$ cat src/rtl/alu_pkg.sv
// Shared definitions for the operand-entry front end of the ALU stage:
// field encoding, operand/op widths and digit limits.
package alu_pkg;

   // Entry field currently being edited; the encoding is visible on the state port.
   typedef enum logic [1:0] {
      S_A    = 2'd0,
      S_B    = 2'd1,
      S_OP   = 2'd2,
      S_DONE = 2'd3
   } entry_state_e;

   localparam int OP_W       = 3;
   localparam int OPND_W     = 10;
   localparam int MAX_DIGITS = 3;
   localparam int DIGIT_MAX  = 9;
   localparam int DCNT_W     = 2;

   // Decimal shift-in: v*10 + d built from shifts so no multiplier is inferred.
   // Callers guarantee v <= 99 and d <= 9, so the result always fits in OPND_W bits.
   function automatic logic [OPND_W-1:0] times_ten_add(
      input logic [OPND_W-1:0] v,
      input logic [3:0]        d
   );
      logic [OPND_W-1:0] d_ext;
      d_ext = {{(OPND_W-4){1'b0}}, d};
      return (v << 3) + (v << 1) + d_ext;
   endfunction

endpackage

$ cat src/rtl/btn_debounce.sv
// Button conditioner: two-flop synchronizer, stable-level debouncer and
// rising-edge press pulse generator. All state clears on reset, so a button
// held through reset release must be seen stable-high for DB_CYCLES samples.
module btn_debounce #(
   parameter int DB_CYCLES = 1000000
) (
   input  logic clk,
   input  logic rst_n,
   input  logic btn_raw,
   output logic press
);

   localparam int CNT_W = (DB_CYCLES < 2) ? 1 : $clog2(DB_CYCLES + 1);
   localparam logic [CNT_W-1:0] CNT_LAST = CNT_W'(DB_CYCLES - 1);

   logic             sync1_q, sync1_d;
   logic             sync2_q, sync2_d;
   logic [CNT_W-1:0] cnt_q, cnt_d;
   logic             level_q, level_d;
   logic             press_q, press_d;

   // Next-state logic: count consecutive samples that disagree with the qualified level.
   always_comb begin
      sync1_d = btn_raw;
      sync2_d = sync1_q;
      cnt_d   = cnt_q;
      level_d = level_q;
      if (sync2_q != level_q) begin
         if (cnt_q == CNT_LAST) begin
            level_d = sync2_q;
            cnt_d   = '0;
         end else begin
            cnt_d   = cnt_q + CNT_W'(1);
         end
      end else begin
         cnt_d = '0;
      end
      press_d = level_d & ~level_q;
   end

   // State registers; press is registered so it is a clean one-cycle pulse.
   always_ff @(posedge clk or negedge rst_n) begin
      if (!rst_n) begin
         sync1_q <= 1'b0;
         sync2_q <= 1'b0;
         cnt_q   <= '0;
         level_q <= 1'b0;
         press_q <= 1'b0;
      end else begin
         sync1_q <= sync1_d;
         sync2_q <= sync2_d;
         cnt_q   <= cnt_d;
         level_q <= level_d;
         press_q <= press_d;
      end
   end

   assign press = press_q;

endmodule

$ cat src/rtl/operand_entry.sv
// Operand entry front end: collects two decimal operands (up to three digits
// each) and an operation code from switches and buttons, then presents them
// to the ALU stage as a committed operation.
module operand_entry
   import alu_pkg::*;
#(
   parameter int DB_CYCLES = 1000000
) (
   input  logic              clk,
   input  logic              rst_n,
   input  logic [3:0]        sw_digit,
   input  logic [OP_W-1:0]   sw_op,
   input  logic              btn_digit,
   input  logic              btn_next,
   input  logic              btn_clr,
   output logic [OPND_W-1:0] a,
   output logic [OPND_W-1:0] b,
   output logic [OP_W-1:0]   op,
   output logic [1:0]        state,
   output logic              valid
);

   logic press_digit_s, press_next_s, press_clr_s;

   btn_debounce #(.DB_CYCLES(DB_CYCLES)) u_db_digit (
      .clk     (clk),
      .rst_n   (rst_n),
      .btn_raw (btn_digit),
      .press   (press_digit_s)
   );

   btn_debounce #(.DB_CYCLES(DB_CYCLES)) u_db_next (
      .clk     (clk),
      .rst_n   (rst_n),
      .btn_raw (btn_next),
      .press   (press_next_s)
   );

   btn_debounce #(.DB_CYCLES(DB_CYCLES)) u_db_clr (
      .clk     (clk),
      .rst_n   (rst_n),
      .btn_raw (btn_clr),
      .press   (press_clr_s)
   );

   entry_state_e      state_q, state_d;
   logic [OPND_W-1:0] a_q, a_d;
   logic [OPND_W-1:0] b_q, b_d;
   logic [OP_W-1:0]   op_q, op_d;
   logic              valid_q, valid_d;
   logic [DCNT_W-1:0] dcnt_q, dcnt_d;
   logic              digit_ok_s;

   // A digit is accepted only if it is decimal and the field still has room.
   always_comb begin
      digit_ok_s = (sw_digit <= 4'(DIGIT_MAX)) && (dcnt_q < DCNT_W'(MAX_DIGITS));
   end

   // Entry FSM next state; clr beats next beats digit when presses coincide.
   always_comb begin
      state_d = state_q;
      a_d     = a_q;
      b_d     = b_q;
      op_d    = op_q;
      valid_d = valid_q;
      dcnt_d  = dcnt_q;
      if (press_clr_s) begin
         state_d = S_A;
         a_d     = '0;
         b_d     = '0;
         op_d    = '0;
         valid_d = 1'b0;
         dcnt_d  = '0;
      end else if (press_next_s) begin
         case (state_q)
            S_A: begin
               state_d = S_B;
               dcnt_d  = '0;
            end
            S_B: begin
               state_d = S_OP;
               dcnt_d  = '0;
            end
            S_OP: begin
               state_d = S_DONE;
               op_d    = sw_op;
               valid_d = 1'b1;
               dcnt_d  = '0;
            end
            S_DONE: begin
               state_d = S_A;
               a_d     = '0;
               b_d     = '0;
               op_d    = '0;
               valid_d = 1'b0;
               dcnt_d  = '0;
            end
            default: begin
               state_d = S_A;
               a_d     = '0;
               b_d     = '0;
               op_d    = '0;
               valid_d = 1'b0;
               dcnt_d  = '0;
            end
         endcase
      end else if (press_digit_s) begin
         case (state_q)
            S_A: begin
               if (digit_ok_s) begin
                  a_d    = times_ten_add(a_q, sw_digit);
                  dcnt_d = dcnt_q + DCNT_W'(1);
               end else begin
                  a_d    = a_q;
               end
            end
            S_B: begin
               if (digit_ok_s) begin
                  b_d    = times_ten_add(b_q, sw_digit);
                  dcnt_d = dcnt_q + DCNT_W'(1);
               end else begin
                  b_d    = b_q;
               end
            end
            default: begin
               dcnt_d = dcnt_q;
            end
         endcase
      end else begin
         state_d = state_q;
      end
   end

   // Entry registers; every output below comes straight from these flops.
   always_ff @(posedge clk or negedge rst_n) begin
      if (!rst_n) begin
         state_q <= S_A;
         a_q     <= '0;
         b_q     <= '0;
         op_q    <= '0;
         valid_q <= 1'b0;
         dcnt_q  <= '0;
      end else begin
         state_q <= state_d;
         a_q     <= a_d;
         b_q     <= b_d;
         op_q    <= op_d;
         valid_q <= valid_d;
         dcnt_q  <= dcnt_d;
      end
   end

   assign a     = a_q;
   assign b     = b_q;
   assign op    = op_q;
   assign state = state_q;
   assign valid = valid_q;

endmodule
$ cat config.mk
export PLATFORM = sky130hd
export DESIGN_NAME = operand_entry
export DESIGN_NICKNAME = d
export VERILOG_FILES = /design/src/rtl/alu_pkg.sv /design/src/rtl/btn_debounce.sv /design/src/rtl/operand_entry.sv
export SDC_FILE = /design/constraint.sdc
export NUM_CORES = 1
export LEC_CHECK = 0
export BUFFER_PORTS_ARGS = -buffer_cell sky130_fd_sc_hd__buf_2
export CELL_PAD_IN_SITES_DETAIL_PLACEMENT = 0
export CELL_PAD_IN_SITES_GLOBAL_PLACEMENT = 1
export CORE_MARGIN = 4
export CORE_UTILIZATION = 30
export CTS_CLUSTER_DIAMETER = 150
export DETAILED_ROUTE_END_ITERATION = 8
export PLACE_DENSITY = 0.59
export REMOVE_ABC_BUFFERS = 1
export SLEW_MARGIN = 20
export SYNTH_ARGS = -nofsm -noshare
export SYNTH_HDL_FRONTEND = slang
export SYNTH_SLANG_ARGS = --single-unit
$ cat constraint.sdc
create_clock -name clk -period 3.5 [get_ports clk]
set_input_delay 0.525 -clock clk [delete_from_list [all_inputs] [get_ports clk]]
set_output_delay 0.525 -clock clk [all_outputs]
set_load 0.02 [all_outputs]
**After elaboration in Yosys (flattened, before gate mapping)**

Cells that the tools add are included.

- $add $sub $neg: 8
- Multipliers: 0
- Divide/modulo/power cells: 0
- $lt $le $gt $ge: 2
- Eq/ne operators: 10
- Shift-type cells: 0
- Muxes and demuxes: 38
- Bitwise logic cells: 6
- Reduce and logical (&&, ||, !) cells: 15

Operator list:

| kind | number |
|---|---|
| $mux 20 | 6 |
| $mux 10 | 11 |
| $add 20x1->20 const B | 3 |
| $eq 20x20->1 const B | 3 |
| $add 10x10->10 | 2 |
| $add 10x4->10 | 2 |
| $reduce_bool 3->1 | 6 |
| $mux 2 | 8 |
| $mux 1 | 8 |
| $pmux 2 s4 | 1 |
| $reduce_and 4->1 | 2 |
| $mux 3 | 2 |
| $pmux 3 s2 | 1 |
| $eq 2x2->1 const B | 2 |
| $le 4x4->1 const B | 1 |
| $reduce_or 4->1 | 1 |
| $and 1x1->1 | 3 |
| $ne 1x1->1 | 3 |
| $ne 3x2->1 const B | 1 |
| $not 1->1 | 3 |
| $reduce_and 3->1 | 1 |
| $add 2x1->2 const B | 1 |
| $eq 2x1->1 const B | 1 |
| $logic_not 2->1 | 1 |
| 6 further kinds | 6 |

- Register bits: 100
- Latch bits: 0
- Bits in writable memories: 0
- Memory bits (read-only): 0
- Bits of input ports: 12
- Output and inout port bits: 26
- Word-level logic and storage cells: 100
- Memories kept: 0

**Logic depth before layout (Yosys ltp)**

- Word-level depth: 7
- Depth in mapped cells: 8
- Depth with buffers taken out: 8

**By module**

A second synthesis with hierarchy kept.

- Cells, all modules: 560
- Area total of the unflattened synthesis: 5514.0 um^2

Modules (own cells, without submodules):

| module | instances | cells an instance | area an instance (um^2) | seq. area each (um^2) |
|---|---|---|---|---|
| btn_debounce | 3 | 116 | 1136.1 | 600.6 |
| operand_entry | 1 | 212 | 2105.8 | 700.7 |

**Worst setup path before layout**

OpenSTA, ideal clock, no wires.

- Kind: register -> register
- Start point: register a_q[0], in the netlist a[0]
- End point: register a_q[9], in the netlist a[9]
- Setup time: 0.069 ns
- Arrival time: 2.521 ns
- Slack: 0.910 ns
- Cell stages (with the launch flop): 9
- Path buffers: 0
- Cells stage by stage: dfrtp_1 -> inv_1 -> fa_1 -> inv_1 -> ha_1 -> a211oi_1 -> nor3_1 -> or4b_2 -> nand3_1

- Cells in the longest elaborated chain, start to end: 7

Ends and longest elaborated chain:

| item | line | text |
|---|---|---|
| start, declared | operand_entry.sv:47 | `logic [OPND_W-1:0] a_q, a_d;` |
| start signal, assigned | operand_entry.sv:138 | `a_q <= '0;` |
| start signal, assigned | operand_entry.sv:145 | `a_q <= a_d;` |
| $add 10x10->10 | alu_pkg.sv:27 | `return (v << 3) + (v << 1) + d_ext;` |
| $add 10x4->10 | alu_pkg.sv:27 |  |
| $mux 10 | operand_entry.sv:110 | `if (digit_ok_s) begin` |
| $mux 10 | operand_entry.sv:108 | `case (state_q)` |
| $mux 10 | operand_entry.sv:107 | `end else if (press_digit_s) begin` |
| $mux 10 | operand_entry.sv:74 | `end else if (press_next_s) begin` |
| $mux 10 | operand_entry.sv:67 | `if (press_clr_s) begin` |

Every way passes these cells. The select of a mux whose other input is x is not followed.
A chain may end at the register's enable or synchronous reset.

**Worst setup path after layout**

Ends and elaborated chain as after synthesis.

==> metrics.txt <==
syn avg cell area 10.2 um^2; Worst Path Required 3.79 ns; clk sinks 100; Detailed Routing Iterations Pass 1 4; Die X 143 um; Reg2Reg Capture Point a[9]; status completed; vias in the first global route 4,008; register area 2500 um^2; ranking of synthesized cells by instance count dfrtp_1, nor2_1, ha_1; CTS buffer count 9; Remaining DRCs 0; initial DRC count 154; RSZ-0062 raised after global routing no; Post-DP Area 5890 um^2; wire per inst 14.1 um; Post-synth ARST share 100%; Worst-Margin Slew 1.08 ns; routability cong. 0.811; Primary FF master, synth dfrtp_1; # rows 48; total grt overflow 0; Syn Inst Count 536; total of max-cap violations 0; Area Overhead vs Synth 13.6%; Pins Over Slew Limit 0; type of origin of the critical path register; top cell type's share of synthesized area 46.0%; initial core utilization 31.0%; top-count cell post-synth dfrtp_1; Setup Skew 0.00757 ns; GRT Total Usage 11.7%; fin area 6180 um^2; CTS tree yes; critical path type reg2reg; post-CTS resize count 0; clk root buf clkbuf_16; area of the multi-input gates 2800 um^2; Synth cell types 47; first-pass GRT wire length 19,500 um; Clock Latency Late Sink 0.35 ns; number of synthesized flops with an enable pin 0; Max Fclk 384 MHz; register bit count reported by yosys 100; top post-synthesis cells by area dfrtp_1, ha_1, xnor2_1; Core ar. 17,500 um^2; Hold-fix buffers, CTS 0; Synth area leader dfrtp_1; Ports 38; Final min period 2.60 ns; Setup Total Neg Slack 0 ns; internal reg-to-reg setup slack 0.90 ns; Syn. warnings 0; r2r startpoint a[0]; Port Buf Inserts 37; CP Launch Point a[0]; reg2reg path depth 8; maximum fanout along the worst path 4; htree depth 3; CP arrival 2.89 ns; final antenna-violating net count 0; Post-Syn Area 5440 um^2; Chip Height 143 um; nets 626; Setup Buffers After CTS 0; pin count of the biggest net entering global routing 63; register area share after synthesis 46.0%; Final period util 74.4%; CP Capture Type register; Vias 4,071; worst min path class in2async; max_slew headroom 26.8%; Final Hold Vio Count 0; power density cells 365 nW/um^2; Die ar. 20,400 um^2; Filler cells 1,796; initial antenna violation count 0; # setup viols final 0; layout cells sized above 1 12.5%; maximum vdd drop 0.242 mV; Max Buffers Root-to-Sink 2; Final HPWL DP 8070 um; routed wire length 11,300 um; Clock transition at path regs 0.08 ns; ant diodes 0; vias per cell 5.07; leakage power total 2.86 nW
[area by class of cell]
class	instances	area share [%]
clock inverters	7	1.05
inverters	22	1.34
flip-flops and latches	100	40.5
clock buffers	9	3.64
well taps	225	4.55
multi-input cells	399	45.2
repair buffers	41	3.72
[cells by family (layout without fill, tap and decap cells)]
family,after synthesis,in the layout,synth area share (%)
AND/OR/NAND/NOR,197,197,19.5
multiplexers,5,5,1.06
XOR/XNOR,44,44,7.08
AO/OA/AOI/OAI,112,112,13.8
flip-flops,100,100,46.0
buffers and inverters,37,79,2.67
adder cells (fa/ha/maj),41,41,9.98
[per-layer routing]
metal | share of wire [%] | GRT usage, % | wire (um) | vias to the layer above
met5 | 0 | 0 | 0 | -
met4 | 1.2 | 3.65 | 141 | 0
met3 | 3.5 | 2.91 | 397 | 13
met2 | 47 | 18.9 | 5370 | 58
met1 | 48 | 15.3 | 5420 | 1982
li1 | - | - | - | 2018
[placed cells by master (no fill, tap or decap), types with 6 or more instances in the layout]
master,count
dfrtp_1,100
nor2_1,48
ha_1,37
buf_2,36
nand3_1,34
a21oi_1,30
o21ai_0,29
nand2_1,29
xnor2_1,24
inv_1,22
xor2_1,20
or4_1,17
or3_1,16
o31ai_1,12
a21o_1,10
a22o_1,9
clkbuf_16,9
nand4_1,8
and4_1,7
nor4_1,7
a211oi_1,6
nor3_1,6
[stage by stage]
step,utilization (%),instances,power [mW],hold slack (ns),setup slack (ns)
finish,35.3,803,2.25,0.247,0.896
global route,35.3,803,2.36,0.252,0.732
CTS,35.3,803,2.30,0.253,0.862
detailed placement,33.6,787,1.28,0.335,0.717
global placement,33.6,787,1.28,0.338,0.740
floorplan,-,521,1.23,0.229,0.910
[power by group]
part           leakage, nW  internal, mW  switching, mW
combinational         1.34        0.0232         0.0521
clock                0.141         0.503          0.500
sequential            1.38          1.17         0.0105
total                 2.86          1.69          0.563
[state kept, by name, summed over array words and instances, names as in the netlist, 2 cells and up]
| name | cells |
|---|---|
| a | 10 |
| u_db_clr.cnt_q | 20 |
| u_db_next.cnt_q | 20 |
| op | 3 |
| u_db_digit.cnt_q | 20 |
| state | 2 |
| b | 10 |
| dcnt_q | 2 |
[how the worst max path moves through the flow]
stage / cells after the start / endpoint
CTS: 8 / a[9]
global route: 8 / a[9]
global placement: 9 / a[9]
finish: 8 / a[9]
floorplan: 8 / a[9]
detailed placement: 9 / a[9]
[worst max-delay path, stage by stage (launching register included)]
cell and delay, ns:
dfrtp_1 0.40, inv_1 0.08, fa_1 0.54, inv_1 0.07
ha_1 0.31, a211oi_1 0.26, nor3_1 0.11, or4b_2 0.67
nand3_1 0.10
(Power assumes the default switching activity.)
